### src/rtl/rv_writeback.sv
// rv_writeback: uRV writeback stage. Extracts and extends load data, stalls while a load is outstanding,
// and issues one registered register-file write per instruction. Define RV_WB_MISALIGN_CHECK_EN for misaligned-load trapping.
module rv_writeback #(
    parameter int LOAD_TIMEOUT = 0
) (
    input  logic        clk_i,
    input  logic        rst_i,
    input  logic        x_valid_i,
    input  logic [4:0]  x_rd_i,
    input  logic [31:0] x_rd_value_i,
    input  logic        x_rd_write_i,
    input  logic        x_load_i,
    input  logic [2:0]  x_fun_i,
    input  logic [1:0]  x_dm_addr_i,
    input  logic [31:0] dm_data_l_i,
    input  logic        dm_load_done_i,
    output logic        w_stall_o,
    output logic [4:0]  rf_rd_o,
    output logic [31:0] rf_rd_value_o,
    output logic        rf_rd_write_o,
    output logic        w_bypass_rd_write_o,
    output logic [31:0] w_bypass_rd_value_o,
    output logic        w_load_err_o,
    output logic        w_misaligned_o
);
    typedef enum logic {ST_IDLE, ST_WAIT_LOAD} state_t;

    state_t      r_state;
    state_t      w_state_next;
    logic [4:0]  r_rd;
    logic [2:0]  r_fun;
    logic [1:0]  r_addr;
    logic [15:0] r_cnt;
    logic [4:0]  r_rf_rd;
    logic [31:0] r_rf_value;
    logic        r_rf_write;
    logic        r_load_err;
    logic        r_misaligned;

    logic        w_accept;
    logic        w_load_done;
    logic        w_expire;
    logic        w_timeout;
    logic        w_misaligned;
    logic [7:0]  w_byte;
    logic [15:0] w_half;
    logic [31:0] w_load_value;

`ifdef RV_WB_MISALIGN_CHECK_EN
    always_comb begin
        case (x_fun_i)
            3'b000, 3'b100: w_misaligned = 1'b0;
            3'b001, 3'b101: w_misaligned = x_dm_addr_i[0];
            default:        w_misaligned = (x_dm_addr_i != 2'b00);
        endcase
    end
`else
    assign w_misaligned = 1'b0;
`endif

    generate
        if (LOAD_TIMEOUT > 0) begin : g_timeout
            assign w_timeout = (r_cnt == 16'(LOAD_TIMEOUT - 1));
        end else begin : g_no_timeout
            assign w_timeout = 1'b0;
        end
    endgenerate

    // Extraction uses the address/funct3 captured at acceptance, not the live execute inputs.
    always_comb begin
        case (r_addr)
            2'd0:    w_byte = dm_data_l_i[7:0];
            2'd1:    w_byte = dm_data_l_i[15:8];
            2'd2:    w_byte = dm_data_l_i[23:16];
            default: w_byte = dm_data_l_i[31:24];
        endcase
        w_half = r_addr[1] ? dm_data_l_i[31:16] : dm_data_l_i[15:0];
        case (r_fun)
            3'b000:  w_load_value = {{24{w_byte[7]}}, w_byte};
            3'b100:  w_load_value = {24'd0, w_byte};
            3'b001:  w_load_value = {{16{w_half[15]}}, w_half};
            3'b101:  w_load_value = {16'd0, w_half};
            default: w_load_value = dm_data_l_i;
        endcase
    end

    always_comb begin
        w_state_next = r_state;
        w_accept     = 1'b0;
        w_load_done  = 1'b0;
        w_expire     = 1'b0;
        case (r_state)
            ST_IDLE: begin
                if (x_valid_i) begin
                    w_accept = 1'b1;
                    if (x_load_i && !w_misaligned) begin
                        w_state_next = ST_WAIT_LOAD;
                    end
                end
            end
            ST_WAIT_LOAD: begin
                // A done arriving on the expiry cycle takes priority over the timeout.
                if (dm_load_done_i) begin
                    w_load_done  = 1'b1;
                    w_state_next = ST_IDLE;
                end else if (w_timeout) begin
                    w_expire     = 1'b1;
                    w_state_next = ST_IDLE;
                end
            end
            default: w_state_next = ST_IDLE;
        endcase
    end

    always_ff @(posedge clk_i or posedge rst_i) begin
        if (rst_i) begin
            r_state <= ST_IDLE;
        end else begin
            r_state <= w_state_next;
        end
    end

    always_ff @(posedge clk_i or posedge rst_i) begin
        if (rst_i) begin
            r_rd         <= '0;
            r_fun        <= '0;
            r_addr       <= '0;
            r_cnt        <= '0;
            r_rf_rd      <= '0;
            r_rf_value   <= '0;
            r_rf_write   <= 1'b0;
            r_load_err   <= 1'b0;
            r_misaligned <= 1'b0;
        end else begin
            r_rf_write   <= 1'b0;
            r_load_err   <= w_expire;
            r_misaligned <= w_accept && x_load_i && w_misaligned;
            if (w_accept && !x_load_i && x_rd_write_i && (x_rd_i != 5'd0)) begin
                r_rf_write <= 1'b1;
                r_rf_rd    <= x_rd_i;
                r_rf_value <= x_rd_value_i;
            end
            if (w_accept && x_load_i) begin
                r_rd   <= x_rd_i;
                r_fun  <= x_fun_i;
                r_addr <= x_dm_addr_i;
                r_cnt  <= '0;
            end
            if (w_load_done && (r_rd != 5'd0)) begin
                r_rf_write <= 1'b1;
                r_rf_rd    <= r_rd;
                r_rf_value <= w_load_value;
            end
            if ((r_state == ST_WAIT_LOAD) && !dm_load_done_i && !w_timeout) begin
                r_cnt <= r_cnt + 16'd1;
            end
        end
    end

    assign w_stall_o           = (r_state == ST_WAIT_LOAD);
    assign rf_rd_o             = r_rf_rd;
    assign rf_rd_value_o       = r_rf_value;
    assign rf_rd_write_o       = r_rf_write;
    assign w_bypass_rd_write_o = r_rf_write;
    assign w_bypass_rd_value_o = r_rf_value;
    assign w_load_err_o        = r_load_err;
    assign w_misaligned_o      = r_misaligned;
endmodule

### config.mk
export PLATFORM = sky130hd
export DESIGN_NAME = rv_writeback
export DESIGN_NICKNAME = d
export VERILOG_FILES = /design/src/rtl/rv_writeback.sv
export SDC_FILE = /design/constraint.sdc
export NUM_CORES = 1
export LEC_CHECK = 0
export ABC_AREA = 1
export CORE_ASPECT_RATIO = 0.9
export CORE_MARGIN = 4
export CORE_UTILIZATION = 40
export CTS_CLUSTER_DIAMETER = 80
export DETAILED_ROUTE_END_ITERATION = 8
export MAX_ROUTING_LAYER = met4
export PLACE_DENSITY = 0.79
export SLEW_MARGIN = 0
export SYNTH_ARGS = -nofsm -noshare
export SYNTH_HDL_FRONTEND = slang
export SYNTH_SLANG_ARGS = --single-unit
export TNS_END_PERCENT = 30
### constraint.sdc
create_clock -name clk_i -period 1.8 [get_ports clk_i]
set_clock_uncertainty 0.15 [all_clocks]
set_input_delay 0.27 -clock clk_i [delete_from_list [all_inputs] [get_ports clk_i]]
set_output_delay 0.27 -clock clk_i [all_outputs]
set_load 0.01 [all_outputs]
==> impl_metrics.tcl <==
set metrics [dict create \
    synth.area.top_cells "dfrtp_1 (39%), nand2_1 (19%), nor2_1 (8.6%)" \
    setup_violations 0 \
    place_area_um2 4660 \
    synthFlopType "dfrtp_1" \
    fin_area_um2 4780 \
    chipWidth_um 102 \
    synth-edff-count 0 \
    multiInputGateArea_um2 1500 \
    path_cells "clkdlybuf4s50_1" \
    p_switching_mw 1.84 \
    critPathLaunchType "flop" \
    seq_area_frac_synth 0.386 \
    seq_power_share 0.345 \
    fin_ws_ns 0.114 \
    htree_levels 2 \
    cp.arrival_ns 1.27 \
    grt_max_degree 50 \
    portBuffers 151 \
    finalPower_mw 4.97 \
    final_util 0.627 \
    p_comb_frac 0.524 \
    synthCells 474 \
    syn_area_um2 3180 \
    synth-seq-cells 49 \
    post-dp-hpwl_mm 7.93 \
    p_int_mw 3.14 \
    critical_path_required_ns 1.38 \
    antenna_left 0 \
    n_antenna_cell 0 \
    ys_warn_count 0 \
    dp_cells 686 \
    synthArstFlopShare 1.00 \
    critical_path_class "reg -> out" \
    synth.top_cell.area_share 0.386 \
    synthToLayoutAreaGrowth_pct 50.5 \
    grt_first_pass_wirelength_mm 15.9 \
    post-synth-top-area-cell "dfrtp_1" \
    fin_cells 696 \
    wl_mm 10.1 \
    ios 154 \
    cts_buffer_depth 2 \
    ctsRootBufferMaster "clkbuf_8" \
    worstSkewPairLatency_ns 0.30 \
    ys_types 24 \
    reg2reg_depth 9 \
    finalCritPeriodShare 0.936 \
    crit_slowest_cell "clkdlybuf4s50_1" \
    cts.reportedPaths.clkPinSlew_ns 0.09 \
    cts_tree "yes" \
    drc 0 \
    postSynthAreaPerCell_um2 6.70 \
    register_area_um2 1230 \
    final-hold-violation-count 0 \
    swShare 0.369 \
    drive_gt1_frac 0.0750 \
    min_period_ns 1.69 \
    status "finished clean" \
    cp-end-kind "primary output" \
    tns_ns 0 \
    grt_pass1_vias 3377 \
    core-area_um2 7620 \
    antenna_found_initial 0 \
    layout.nets 679 \
    layout_commonest_cell "nand2_1" \
    ctsHoldBuffers 0 \
    crit_fanout 3 \
    dieArea_um2 9430 \
    grt_remaining_overflow 0 \
    cts_buffers 5 \
    fmax_mhz 593 \
    rrSetupSlack_ns 0.12 \
    clkPwrFrac 0.131 \
    hp-class "in -> async" \
    reg2reg_from "r_fun[0]" \
    timing.rr.end "rf_rd_value_o[29]" \
    dp_slack_ns -0.199 \
    via_count 3470 \
    powerDensity_nw_per_um2 1040 \
    numClockSinks 49 \
    dr.pass1.iters 5 \
    crit_start "rf_rd_value_o[20]" \
    ir_drop_mv 0.389 \
    nFillCells 702 \
    hold_ws_ns 0.161 \
    track_usage 0.214 \
    maxCapViolCount 0 \
    path_buf_inv 1 \
    slew_violations 0 \
    critPathTopFamily "buffers and inverters" \
    initial_core_util 0.417 \
    routabilityCongestion 0.979 \
    final_cell_mix "nand2_1 (157), clkdlybuf4s50_1 (151), nor2_1 (73)" \
    avgRoutedWirePerCell_um 14.5 \
    p_leak_nw 2.25 \
    row_count 30 \
    die_h_um 92.5 \
    drtIter0Drc 219 \
    slowest_delay_ns 0.57 \
    viasPerCell 4.99 \
]
[power by group through the flow]
stage,Combinational (mW),Clock (mW),Sequential [mW]
5_1_grt,2.82,0.703,1.77
2_1_floorplan,1.26,0,1.82
4_1_cts,2.60,0.656,1.72
3_5_place_dp,2.59,0,1.74
3_3_place_gp,2.54,0,1.72
6_report,2.61,0.654,1.71
[layout make-up]
class	count	area share
multi-input combinational	341	0.313
inverter	30	0.0246
clock inverter	2	0.00209
timing repair buffer	172	0.362
tap	96	0.0251
sequential	49	0.257
clock buffer	6	0.0152
[worst max-delay path by stage]
stage	endpoint	slack (ns)	cells past startpoint
after floorplan	r_addr[0]	0.21	1
after global placement	rf_rd_value_o[18]	-0.11	9
after detailed placement	rf_rd_value_o[29]	-0.20	9
after CTS	rf_rd_value_o[30]	0.06	9
after global routing	rf_rd_value_o[26]	-0.002	8
final	rf_rd_value_o[20]	0.11	1
[cell families after synthesis]
group                  count (synthesis)  synth area share
AND/OR/NAND/NOR                      268             0.347
multiplexers                           1           0.00355
buffers and inverters                 86             0.150
AO/OA/AOI/OAI                         69             0.113
flip-flops                            49             0.386
other                                  1           0.00118
[timing repair]
action                                  4_1_cts  5_1_grt
endpoints found under the hold margin         0        0
gates resized for setup                       0        9
setup buffers                                 0        1
endpoints found under the setup margin        0       24
[routing by layer]
| metal | global-route usage | share of wire | up-vias |
|---|---|---|---|
| met1 | 0.267 | 0.41 | 1594 |
| met3 | 0.0467 | 0.081 | 17 |
| met5 | - | 0 | - |
| li1 | - | - | 1718 |
| met4 | 0.0437 | 0.013 | 0 |
| met2 | 0.357 | 0.49 | 141 |
[Yosys cell counts, types with 2 or more instances]
cell	number
nand3b_1	2
inv_2	4
nor2_1	73
buf_2	8
o21ai_0	30
o211ai_1	5
clkbuf_1	10
dfrtp_1	49
buf_4	36
inv_1	26
nand3_1	13
nor3_1	7
nand4_1	10
nand2_2	3
nand2_1	157
a21oi_1	33
[state kept, by name, summed over array words and instances, names as in the netlist]
| name | flops |
|---|---|
| r_addr | 2 |
| r_fun | 3 |
| r_rd | 5 |
| rf_rd_o | 5 |
| rf_rd_value_o | 32 |
| rf_rd_write_o | 1 |
| w_stall_o | 1 |
No activity file was read; power rests on OpenSTA's default activity.
